File: config.mk
export PLATFORM = sky130hd
export DESIGN_NAME = sr_ctrl_flat
export DESIGN_NICKNAME = d
export VERILOG_FILES = /design/src/rtl/sr_ctrl_if.sv /design/src/rtl/sr_ctrl.sv /design/src/flat_wrapper.sv
export SDC_FILE = /design/constraint.sdc
export NUM_CORES = 1
export LEC_CHECK = 0
export BUFFER_PORTS_ARGS = -buffer_cell sky130_fd_sc_hd__buf_2
export CAP_MARGIN = 10
export CORE_MARGIN = 3
export CORE_UTILIZATION = 30
export CTS_BUF_LIST = sky130_fd_sc_hd__clkbuf_16
export DETAILED_ROUTE_END_ITERATION = 12
export SYNTH_ARGS = -nofsm -noshare
export SYNTH_HDL_FRONTEND = slang
export SYNTH_SLANG_ARGS = --single-unit
File: constraint.sdc
create_clock -name clk -period 3.2 [get_ports clk]
set_clock_uncertainty 0.15 [all_clocks]
set_input_delay 0.32 -clock clk [delete_from_list [all_inputs] [get_ports clk]]
set_output_delay 0.32 -clock clk [all_outputs]
set_load 0.01 [all_outputs]
File: src/rtl/sr_ctrl_if.sv
// sr_ctrl_if: request/grant/flag bundle for sr_ctrl; alu_mask exists only under SRCTRL_ALU_MASK_EN
interface sr_ctrl_if;
  logic alu_req, alu_gnt, ld_req, ld_gnt, ie_req, ix_req, ie_ack, ix_ack;
  logic [3:0] alu_flags, ld_flags, sr_in;
`ifdef SRCTRL_ALU_MASK_EN
  logic [3:0] alu_mask;
`endif
  logic sr_v, sr_n, sr_z, sr_c, sr_ws, busy, stk_full, stk_empty, err_clr;
  logic [1:0] stk_err;
`ifdef SRCTRL_ALU_MASK_EN
  modport master (
    output alu_req, alu_flags, alu_mask, ld_req, ld_flags, ie_req, ix_req, sr_in, err_clr,
    input alu_gnt, ld_gnt, ie_ack, ix_ack, sr_v, sr_n, sr_z, sr_c, sr_ws, busy, stk_full, stk_empty, stk_err
  );
  modport slave (
    input alu_req, alu_flags, alu_mask, ld_req, ld_flags, ie_req, ix_req, sr_in, err_clr,
    output alu_gnt, ld_gnt, ie_ack, ix_ack, sr_v, sr_n, sr_z, sr_c, sr_ws, busy, stk_full, stk_empty, stk_err
  );
`else
  modport master (
    output alu_req, alu_flags, ld_req, ld_flags, ie_req, ix_req, sr_in, err_clr,
    input alu_gnt, ld_gnt, ie_ack, ix_ack, sr_v, sr_n, sr_z, sr_c, sr_ws, busy, stk_full, stk_empty, stk_err
  );
  modport slave (
    input alu_req, alu_flags, ld_req, ld_flags, ie_req, ix_req, sr_in, err_clr,
    output alu_gnt, ld_gnt, ie_ack, ix_ack, sr_v, sr_n, sr_z, sr_c, sr_ws, busy, stk_full, stk_empty, stk_err
  );
`endif
endinterface

File: src/rtl/sr_ctrl.sv
// sr_ctrl: status register write arbiter with interrupt shadow stack; SRCTRL_ALU_MASK_EN enables per-flag ALU write mask
module sr_ctrl #(
  parameter int DEPTH = 4,
  parameter int PTRW = $clog2(DEPTH)
) (
  input logic clk,
  input logic reset,
  sr_ctrl_if.slave bus
);
  typedef enum logic [2:0] {IDLE, SAVE, CLEAR, RESTORE, ACK} state_t;
  localparam logic [PTRW:0] PMAX = (PTRW+1)'(DEPTH);
  localparam logic [PTRW:0] ONE = (PTRW+1)'(1);
  state_t state, state_nxt;
  logic [PTRW:0] ptr, ptr_nxt;
  logic [PTRW-1:0] top_idx;
  logic [3:0] stack [DEPTH];
  logic [3:0] sr_q, sr_nxt, alu_val;
  logic ws_q, ws_nxt, ie_ack_q, ie_ack_nxt, ix_ack_q, ix_ack_nxt, push;
  logic [1:0] err_q, err_set;
  logic ie, ix, idle, ld_win, alu_win;
  assign idle = state == IDLE;
  assign ix = bus.ix_req & ~ix_ack_q;
  assign ie = bus.ie_req & ~ie_ack_q;
  assign ld_win = idle & ~ix & ~ie & bus.ld_req;
  assign alu_win = idle & ~ix & ~ie & ~bus.ld_req & bus.alu_req;
  assign top_idx = ptr[PTRW-1:0] - PTRW'(1);
`ifdef SRCTRL_ALU_MASK_EN
  assign alu_val = (bus.alu_flags & bus.alu_mask) | (bus.sr_in & ~bus.alu_mask);
`else
  assign alu_val = bus.alu_flags;
`endif
  assign bus.alu_gnt = alu_win;
  assign bus.ld_gnt = ld_win;
  assign bus.busy = ~idle;
  assign bus.stk_full = ptr == PMAX;
  assign bus.stk_empty = ptr == '0;
  assign {bus.sr_v, bus.sr_n, bus.sr_z, bus.sr_c} = sr_q;
  assign bus.sr_ws = ws_q;
  assign bus.ie_ack = ie_ack_q;
  assign bus.ix_ack = ix_ack_q;
  assign bus.stk_err = err_q;
  always_comb begin
    state_nxt = state;
    ptr_nxt = ptr;
    sr_nxt = sr_q;
    ws_nxt = 1'b0;
    ie_ack_nxt = 1'b0;
    ix_ack_nxt = 1'b0;
    err_set = 2'b00;
    push = 1'b0;
    case (state)
      IDLE: begin
        if (ix) begin
          err_set[0] = bus.stk_empty;
          ix_ack_nxt = bus.stk_empty;
          state_nxt = bus.stk_empty ? IDLE : RESTORE;
        end else if (ie) begin
          err_set[1] = bus.stk_full;
          ie_ack_nxt = bus.stk_full;
          state_nxt = bus.stk_full ? IDLE : SAVE;
        end else if (ld_win | alu_win) begin
          ws_nxt = 1'b1;
          sr_nxt = ld_win ? bus.ld_flags : alu_val;
        end
      end
      SAVE: begin
        push = 1'b1;
        ptr_nxt = ptr + ONE;
        state_nxt = CLEAR;
      end
      CLEAR: begin
        sr_nxt = 4'b0000;
        ws_nxt = 1'b1;
        ie_ack_nxt = 1'b1;
        state_nxt = ACK;
      end
      RESTORE: begin
        ptr_nxt = ptr - ONE;
        sr_nxt = stack[top_idx];
        ws_nxt = 1'b1;
        ix_ack_nxt = 1'b1;
        state_nxt = ACK;
      end
      default: state_nxt = IDLE;
    endcase
  end
  always_ff @(posedge clk) begin
    if (!reset) begin
      state <= IDLE;
      ptr <= '0;
      sr_q <= 4'b0000;
      ws_q <= 1'b0;
      ie_ack_q <= 1'b0;
      ix_ack_q <= 1'b0;
      err_q <= 2'b00;
    end else begin
      state <= state_nxt;
      ptr <= ptr_nxt;
      sr_q <= sr_nxt;
      ws_q <= ws_nxt;
      ie_ack_q <= ie_ack_nxt;
      ix_ack_q <= ix_ack_nxt;
      err_q <= (err_q & {2{~bus.err_clr}}) | err_set;
    end
  end
  always_ff @(posedge clk)
    if (push) stack[ptr[PTRW-1:0]] <= bus.sr_in;
endmodule

File: src/flat_wrapper.sv
// flat-port wrapper written by rule: the top's interface ports become plain ports
module sr_ctrl_flat 
#(
  parameter int DEPTH = 4,
  parameter int PTRW = $clog2(DEPTH)
)
  (clk, reset, bus_alu_req, bus_alu_flags, bus_ld_req, bus_ld_flags, bus_ie_req, bus_ix_req, bus_sr_in, bus_err_clr, bus_alu_gnt, bus_ld_gnt, bus_ie_ack, bus_ix_ack, bus_sr_v, bus_sr_n, bus_sr_z, bus_sr_c, bus_sr_ws, bus_busy, bus_stk_full, bus_stk_empty, bus_stk_err);
  sr_ctrl_if bus_i ();
  input logic clk;
  input logic reset;
  input wire logic [$bits(bus_i.alu_req)-1:0] bus_alu_req;
  input wire logic [$bits(bus_i.alu_flags)-1:0] bus_alu_flags;
  input wire logic [$bits(bus_i.ld_req)-1:0] bus_ld_req;
  input wire logic [$bits(bus_i.ld_flags)-1:0] bus_ld_flags;
  input wire logic [$bits(bus_i.ie_req)-1:0] bus_ie_req;
  input wire logic [$bits(bus_i.ix_req)-1:0] bus_ix_req;
  input wire logic [$bits(bus_i.sr_in)-1:0] bus_sr_in;
  input wire logic [$bits(bus_i.err_clr)-1:0] bus_err_clr;
  output wire logic [$bits(bus_i.alu_gnt)-1:0] bus_alu_gnt;
  output wire logic [$bits(bus_i.ld_gnt)-1:0] bus_ld_gnt;
  output wire logic [$bits(bus_i.ie_ack)-1:0] bus_ie_ack;
  output wire logic [$bits(bus_i.ix_ack)-1:0] bus_ix_ack;
  output wire logic [$bits(bus_i.sr_v)-1:0] bus_sr_v;
  output wire logic [$bits(bus_i.sr_n)-1:0] bus_sr_n;
  output wire logic [$bits(bus_i.sr_z)-1:0] bus_sr_z;
  output wire logic [$bits(bus_i.sr_c)-1:0] bus_sr_c;
  output wire logic [$bits(bus_i.sr_ws)-1:0] bus_sr_ws;
  output wire logic [$bits(bus_i.busy)-1:0] bus_busy;
  output wire logic [$bits(bus_i.stk_full)-1:0] bus_stk_full;
  output wire logic [$bits(bus_i.stk_empty)-1:0] bus_stk_empty;
  output wire logic [$bits(bus_i.stk_err)-1:0] bus_stk_err;
  assign bus_i.alu_req = bus_alu_req;
  assign bus_i.alu_flags = bus_alu_flags;
  assign bus_i.ld_req = bus_ld_req;
  assign bus_i.ld_flags = bus_ld_flags;
  assign bus_i.ie_req = bus_ie_req;
  assign bus_i.ix_req = bus_ix_req;
  assign bus_i.sr_in = bus_sr_in;
  assign bus_i.err_clr = bus_err_clr;
  assign bus_alu_gnt = bus_i.alu_gnt;
  assign bus_ld_gnt = bus_i.ld_gnt;
  assign bus_ie_ack = bus_i.ie_ack;
  assign bus_ix_ack = bus_i.ix_ack;
  assign bus_sr_v = bus_i.sr_v;
  assign bus_sr_n = bus_i.sr_n;
  assign bus_sr_z = bus_i.sr_z;
  assign bus_sr_c = bus_i.sr_c;
  assign bus_sr_ws = bus_i.sr_ws;
  assign bus_busy = bus_i.busy;
  assign bus_stk_full = bus_i.stk_full;
  assign bus_stk_empty = bus_i.stk_empty;
  assign bus_stk_err = bus_i.stk_err;
  sr_ctrl #(.DEPTH(DEPTH), .PTRW(PTRW)) u_core (.clk(clk), .reset(reset), .bus(bus_i));
endmodule
Yosys cells after proc, flatten, opt, wreduce, memory -nomap -nowiden
Memory sizes are Yosys's and may differ from the RTL's.
Cells that the tools add are included.
{"block": "totals", "regBits": 15, "latch_bits": 0, "ram_bits": 16, "romBits": 0, "in_bits": 19, "out_inout_bits": 14, "word_cells": 66, "memories": 1}
{"block": "op_classes", "addsub": 3, "n_mul": 0, "div": 0, "magnitude_cmp": 0, "eq_ne": 8, "n_shift": 0, "mux": 24, "bitwise_logic": 17, "reduce_logical": 6}
{"name": "u_core.stack", "words": 4, "word_bits": 4, "read_ports": 1, "rd_ports_with_merged_regs": 0, "wr": 1, "line_no": "sr_ctrl.sv:16", "source": "logic [3:0] stack [DEPTH];"}
{"op": "$mux W4", "n": 4}
{"op": "$pmux W4 S3", "n": 1}
{"op": "$mux W1", "n": 10}
{"op": "$pmux W3 S3", "n": 1}
{"op": "$and A1 B1 Y1", "n": 7}
{"op": "$not A1 Y1", "n": 7}
{"op": "$eq A3 B2 Y1 const B", "n": 2}
{"op": "$logic_not A3 Y1", "n": 2}
{"op": "$mux W3", "n": 2}
{"op": "$ne A2 B2 Y1 const B", "n": 3}
{"op": "$pmux W1 S2", "n": 3}
{"op": "$pmux W3 S2", "n": 1}
{"op": "$mux W2", "n": 2}
{"op": "$reduce_and A4 Y1", "n": 1}
{"op": "$add A3 B1 Y3 const B", "n": 1}
{"op": "$eq A3 B1 Y1 const B", "n": 1}
{"op": "$eq A3 B3 Y1 const B", "n": 1}
{"op": "$ne A3 B1 Y1 const B", "n": 1}
{"op": "$reduce_bool A3 Y1", "n": 1}
{"op": "$sub A3 B1 Y3 const B", "n": 1}
{"op": "$and A2 B2 Y2", "n": 1}
{"op": "$or A2 B2 Y2", "n": 1}
{"op": "$reduce_bool A2 Y1", "n": 1}
{"op": "$reduce_or A2 Y1", "n": 1}
{"op": "other kinds (2)", "n": 2}

Logic depth before layout (Yosys ltp)
{"block": "depth", "word_depth": 12, "mapped_depth": 8, "depth_no_buf": 7}

Worst setup path after synthesis
No wires, ideal clock.
{"block": "synth_path", "path_type": "reg-to-reg", "startpoint": "reg u_core.state[0]", "endpoint": "reg u_core.ptr[2]", "setup_time_ns": 0.120, "arrival_ns": 1.624, "t_required_ns": 2.930, "path_slack_ns": 1.306, "stages_incl_launch_ff": 9, "synth_period_minus_slack_ns": 1.894, "cell_sequence": "dfxtp_1 -> and2b_1 -> buf_2 -> nand2_1 -> fa_1 -> xnor2_1 -> nand2_1 -> xor2_1 -> nor2_1"}
{"block": "synth_between", "elab_chain_cells": 2, "elab_cells_between_ends": 4, "classes_between": "2 x eq/ne; 1 x mux; 1 x reduce/logical"}
{"element": "from (decl)", "line_no": "sr_ctrl.sv:13", "source": "state_t state, state_nxt;"}
{"element": "from (signal assigned)", "line_no": "sr_ctrl.sv:97", "source": "state <= state_nxt;"}
{"element": "$eq A3 B2 Y1 / $eq A3 B1 Y1 (equally long branches)", "line_no": "sr_ctrl.sv:51", "source": "case (state)"}
{"element": "$pmux W3 S2 / $reduce_bool A2 Y1 (equally long branches)"}
{"element": "to (signal assigned)", "line_no": "sr_ctrl.sv:98", "source": "ptr <= ptr_nxt;"}
{"element": "to (decl)", "line_no": "sr_ctrl.sv:14", "source": "logic [PTRW:0] ptr, ptr_nxt;"}
Parallel ways exist; a longest one is shown, timed or not.
A chain may end at the register's enable or synchronous reset.

Worst setup path in the final report
Same ends and word-level chain as after synthesis.

==> impl_metrics.json <==
{
  "status": "finished clean",
  "syn_area_mm2": 0.00142,
  "routed_via_density": 4.88,
  "grt_pass1_wl_um": 5070,
  "startpoint_type": "flip-flop",
  "routed_wl_um": 3000,
  "tns_ns": 0,
  "dr_total_vias": 990,
  "dr.pass1.iters": 4,
  "drc_errors": 0,
  "grt_start_max_net_pins": 15,
  "slew_headroom": 0.676,
  "postRouteAntennaNets": 0,
  "ys_seq_area_frac": 0.548,
  "cts_buffers": 5,
  "mostFrequentLayoutCells": "32 x buf_2, 16 x edfxtp_1, 15 x dfxtp_1",
  "clock-root-buffer": "clkbuf_16",
  "grt_pass1_vias": 1030,
  "num_rows": 24,
  "syn_to_final_growth_pct": 24.2,
  "post-place-ws_ns": 1.08,
  "die_x_um": 74.9,
  "layout_commonest_cell": "buf_2",
  "yosys.area.top_type": "edfxtp_1",
  "htreeDepth": 2,
  "ys_types": 33,
  "synth-seq-cells": 31,
  "ir_drop_mv": 0.258,
  "post_cts.repair.setup_buffers": 0,
  "crit_fanout": 14,
  "overflow": 0,
  "p_total_mw": 1.33,
  "slowest_delay_ns": 0.43,
  "yosysTopAreaCellShare": 0.337,
  "grt_setup_unrepaired": "false",
  "gp_congestion": 0.796,
  "hold_viol_final": 0,
  "synth_nets": 138,
  "io_buffer_count": 32,
  "num_io_pins": 33,
  "critical_path_class": "reg -> reg",
  "placeableCoreArea_mm2": 0.00447,
  "numClockSinks": 31,
  "die_area_mm2": 0.00561,
  "setup_viol": 0,
  "hold_path_class": "in -> reg",
  "cts.path.max_buffers": 2,
  "p_leak_nw": 0.742,
  "first_iter_violations": 47,
  "clk_latency_ns": 0.27,
  "route.met3.wl_um": 215,
  "fin_nets": 174,
  "maxSlewViolCount": 0,
  "path_clk_slew_ns": 0.05,
  "layout-drive-gt1-share": 0.305,
  "met1_length_um": 1340,
  "end_kind": "flip-flop",
  "cp_slowest_cell": "dfxtp_1",
  "cp.required_ns": 3.20,
  "nFillCells": 429,
  "route.met2.wl_um": 1420,
  "cts_tree": "yes",
  "hpwl_um": 2350,
  "ff2ff_setup_slack_ns": 1.08,
  "synthCells": 114,
  "crit_family": "simple AND/OR/NAND/NOR gates",
  "cp_num_buf_inv": 0,
  "antenna_found_initial": 0,
  "worstPathCellList": "and2b_1 -> nand2_1 -> fa_1 -> xnor2_1 -> nand2_1 -> xor2_1 -> nor2_1",
  "powerDensity_mw_per_mm2": 751,
  "max_freq_mhz": 472,
  "tightest_slew_ns": 0.473,
  "hold_buffers": 0,
  "dieHeight_um": 74.9,
  "cts_resized": 0,
  "drv_cap": 0,
  "worst_ep_arrival_time_ns": 2.12,
  "num_antenna_cells": 0,
  "post_drt_wl_per_cell_um": 14.8,
  "fin_crit_ns": 2.12,
  "ys_warn_count": 0,
  "topRoutingLayerUsed": "met4",
  "syn_area_per_cell_um2": 12.5,
  "cpMostUsedCell": "nand2_1",
  "setup_ws_ns": 1.08,
  "finalCritPeriodShare": 0.662,
  "track_usage": 0.124,
  "start_util": 0.318,
  "synthTopCellsByArea": "edfxtp_1 34%, dfxtp_1 21%, mux4_2 6.3%, ha_1 3.5%, mux2i_1 2.8%"
}
cell families (layout without fill, tap and decap cells):
logic type,count (synthesis),in the layout,share of synthesized area
buffers and inverters,9,46,0.0281
flip-flops,31,31,0.548
XOR/XNOR,4,4,0.0246
adder cells (fa/ha/maj),5,5,0.0492
AND/OR/NAND/NOR,40,40,0.166
AO/OA/AOI/OAI,17,17,0.0923
multiplexers,8,8,0.0914
sequential cells by signal, summed over array words and instances, names as in the netlist:
register	cells
u_core.stack	16
u_core.sr_q	4
u_core.ptr	3
u_core.state	3
u_core.bus.stk_err	2
u_core.bus.ie_ack	1
u_core.bus.ix_ack	1
u_core.bus.sr_ws	1
final timing paths:
check                                   startpoint                                to  cells past startpoint
setup / recovery      u_core.state[0]$_SDFFE_PN0P_        u_core.ptr[2]$_SDFFE_PN0P_                      7
hold / removal                        bus_sr_in[3]      u_core.stack[0][3]$_DFFE_PP_                      1
setup reg to reg      u_core.state[0]$_SDFFE_PN0P_        u_core.ptr[2]$_SDFFE_PN0P_                      7
hold reg to reg   u_core.bus.stk_err[1]$_SDFF_PN0_  u_core.bus.stk_err[1]$_SDFF_PN0_                      2
metal layers:
layer / vias up / track usage
li1: 489 / -
met1: 469 / 0.157
met2: 30 / 0.184
met3: 2 / 0.0507
met4: 0 / 0.0593
met5: - / 0
final cells by class:
type / instances / area [um^2] / area share
clock buffer: 5 / 125 / 0.0708
clock inverter: 3 / 11.3 / 0.00637
inverter: 6 / 22.5 / 0.0127
multi-input combinational: 74 / 603 / 0.341
sequential: 31 / 781 / 0.442
tap: 52 / 65.1 / 0.0368
timing repair buffer: 32 / 160 / 0.0906
cells in the mapped netlist, drive strengths merged:
cell type,n
edfxtp,16
dfxtp,15
nor2,8
inv,6
and2,5
nand2b,5
nand3,5
a21oi,4
a31oi,4
and3,4
ha,4
mux2i,4
mux4,4
o21ai,4
buf,3
nand2,3
nor2b,3
xnor2,3
a211oi,2
a2111oi,1
a221oi,1
and2b,1
and4b,1
fa,1
nand4,1
nand4b,1
nor3,1
o41ai,1
or2,1
or3,1
xor2,1
through the flow:
stage | instance area (um^2) | util | hold slack (ns) | std cells
detailed placement | 1630 | 0.365 | 0.315 | 195
finish | 1770 | 0.395 | 0.124 | 203
global route | 1770 | 0.395 | 0.122 | 203
global placement | 1630 | 0.365 | 0.313 | 195
floorplan | 1420 | - | 0.269 | 114
CTS | 1770 | 0.395 | 0.116 | 203
power breakdown:
part           total, mW  switching, mW  internal (mW)
logic              0.370          0.201          0.170
clock network      0.423          0.146          0.278
registers          0.533         0.0529          0.480
total               1.33          0.399          0.928
worst register-to-register path: cells and delay by family, from the launching register on:
| family | cells | cell delay [ns] |
|---|---|---|
| xor gates and xnor gates | 2 | 0.29 |
| adders and majority gates | 1 | 0.42 |
| DFF | 1 | 0.43 |
| and+or+nand+nor | 4 | 0.72 |
Power figures use the tool's default switching activity.
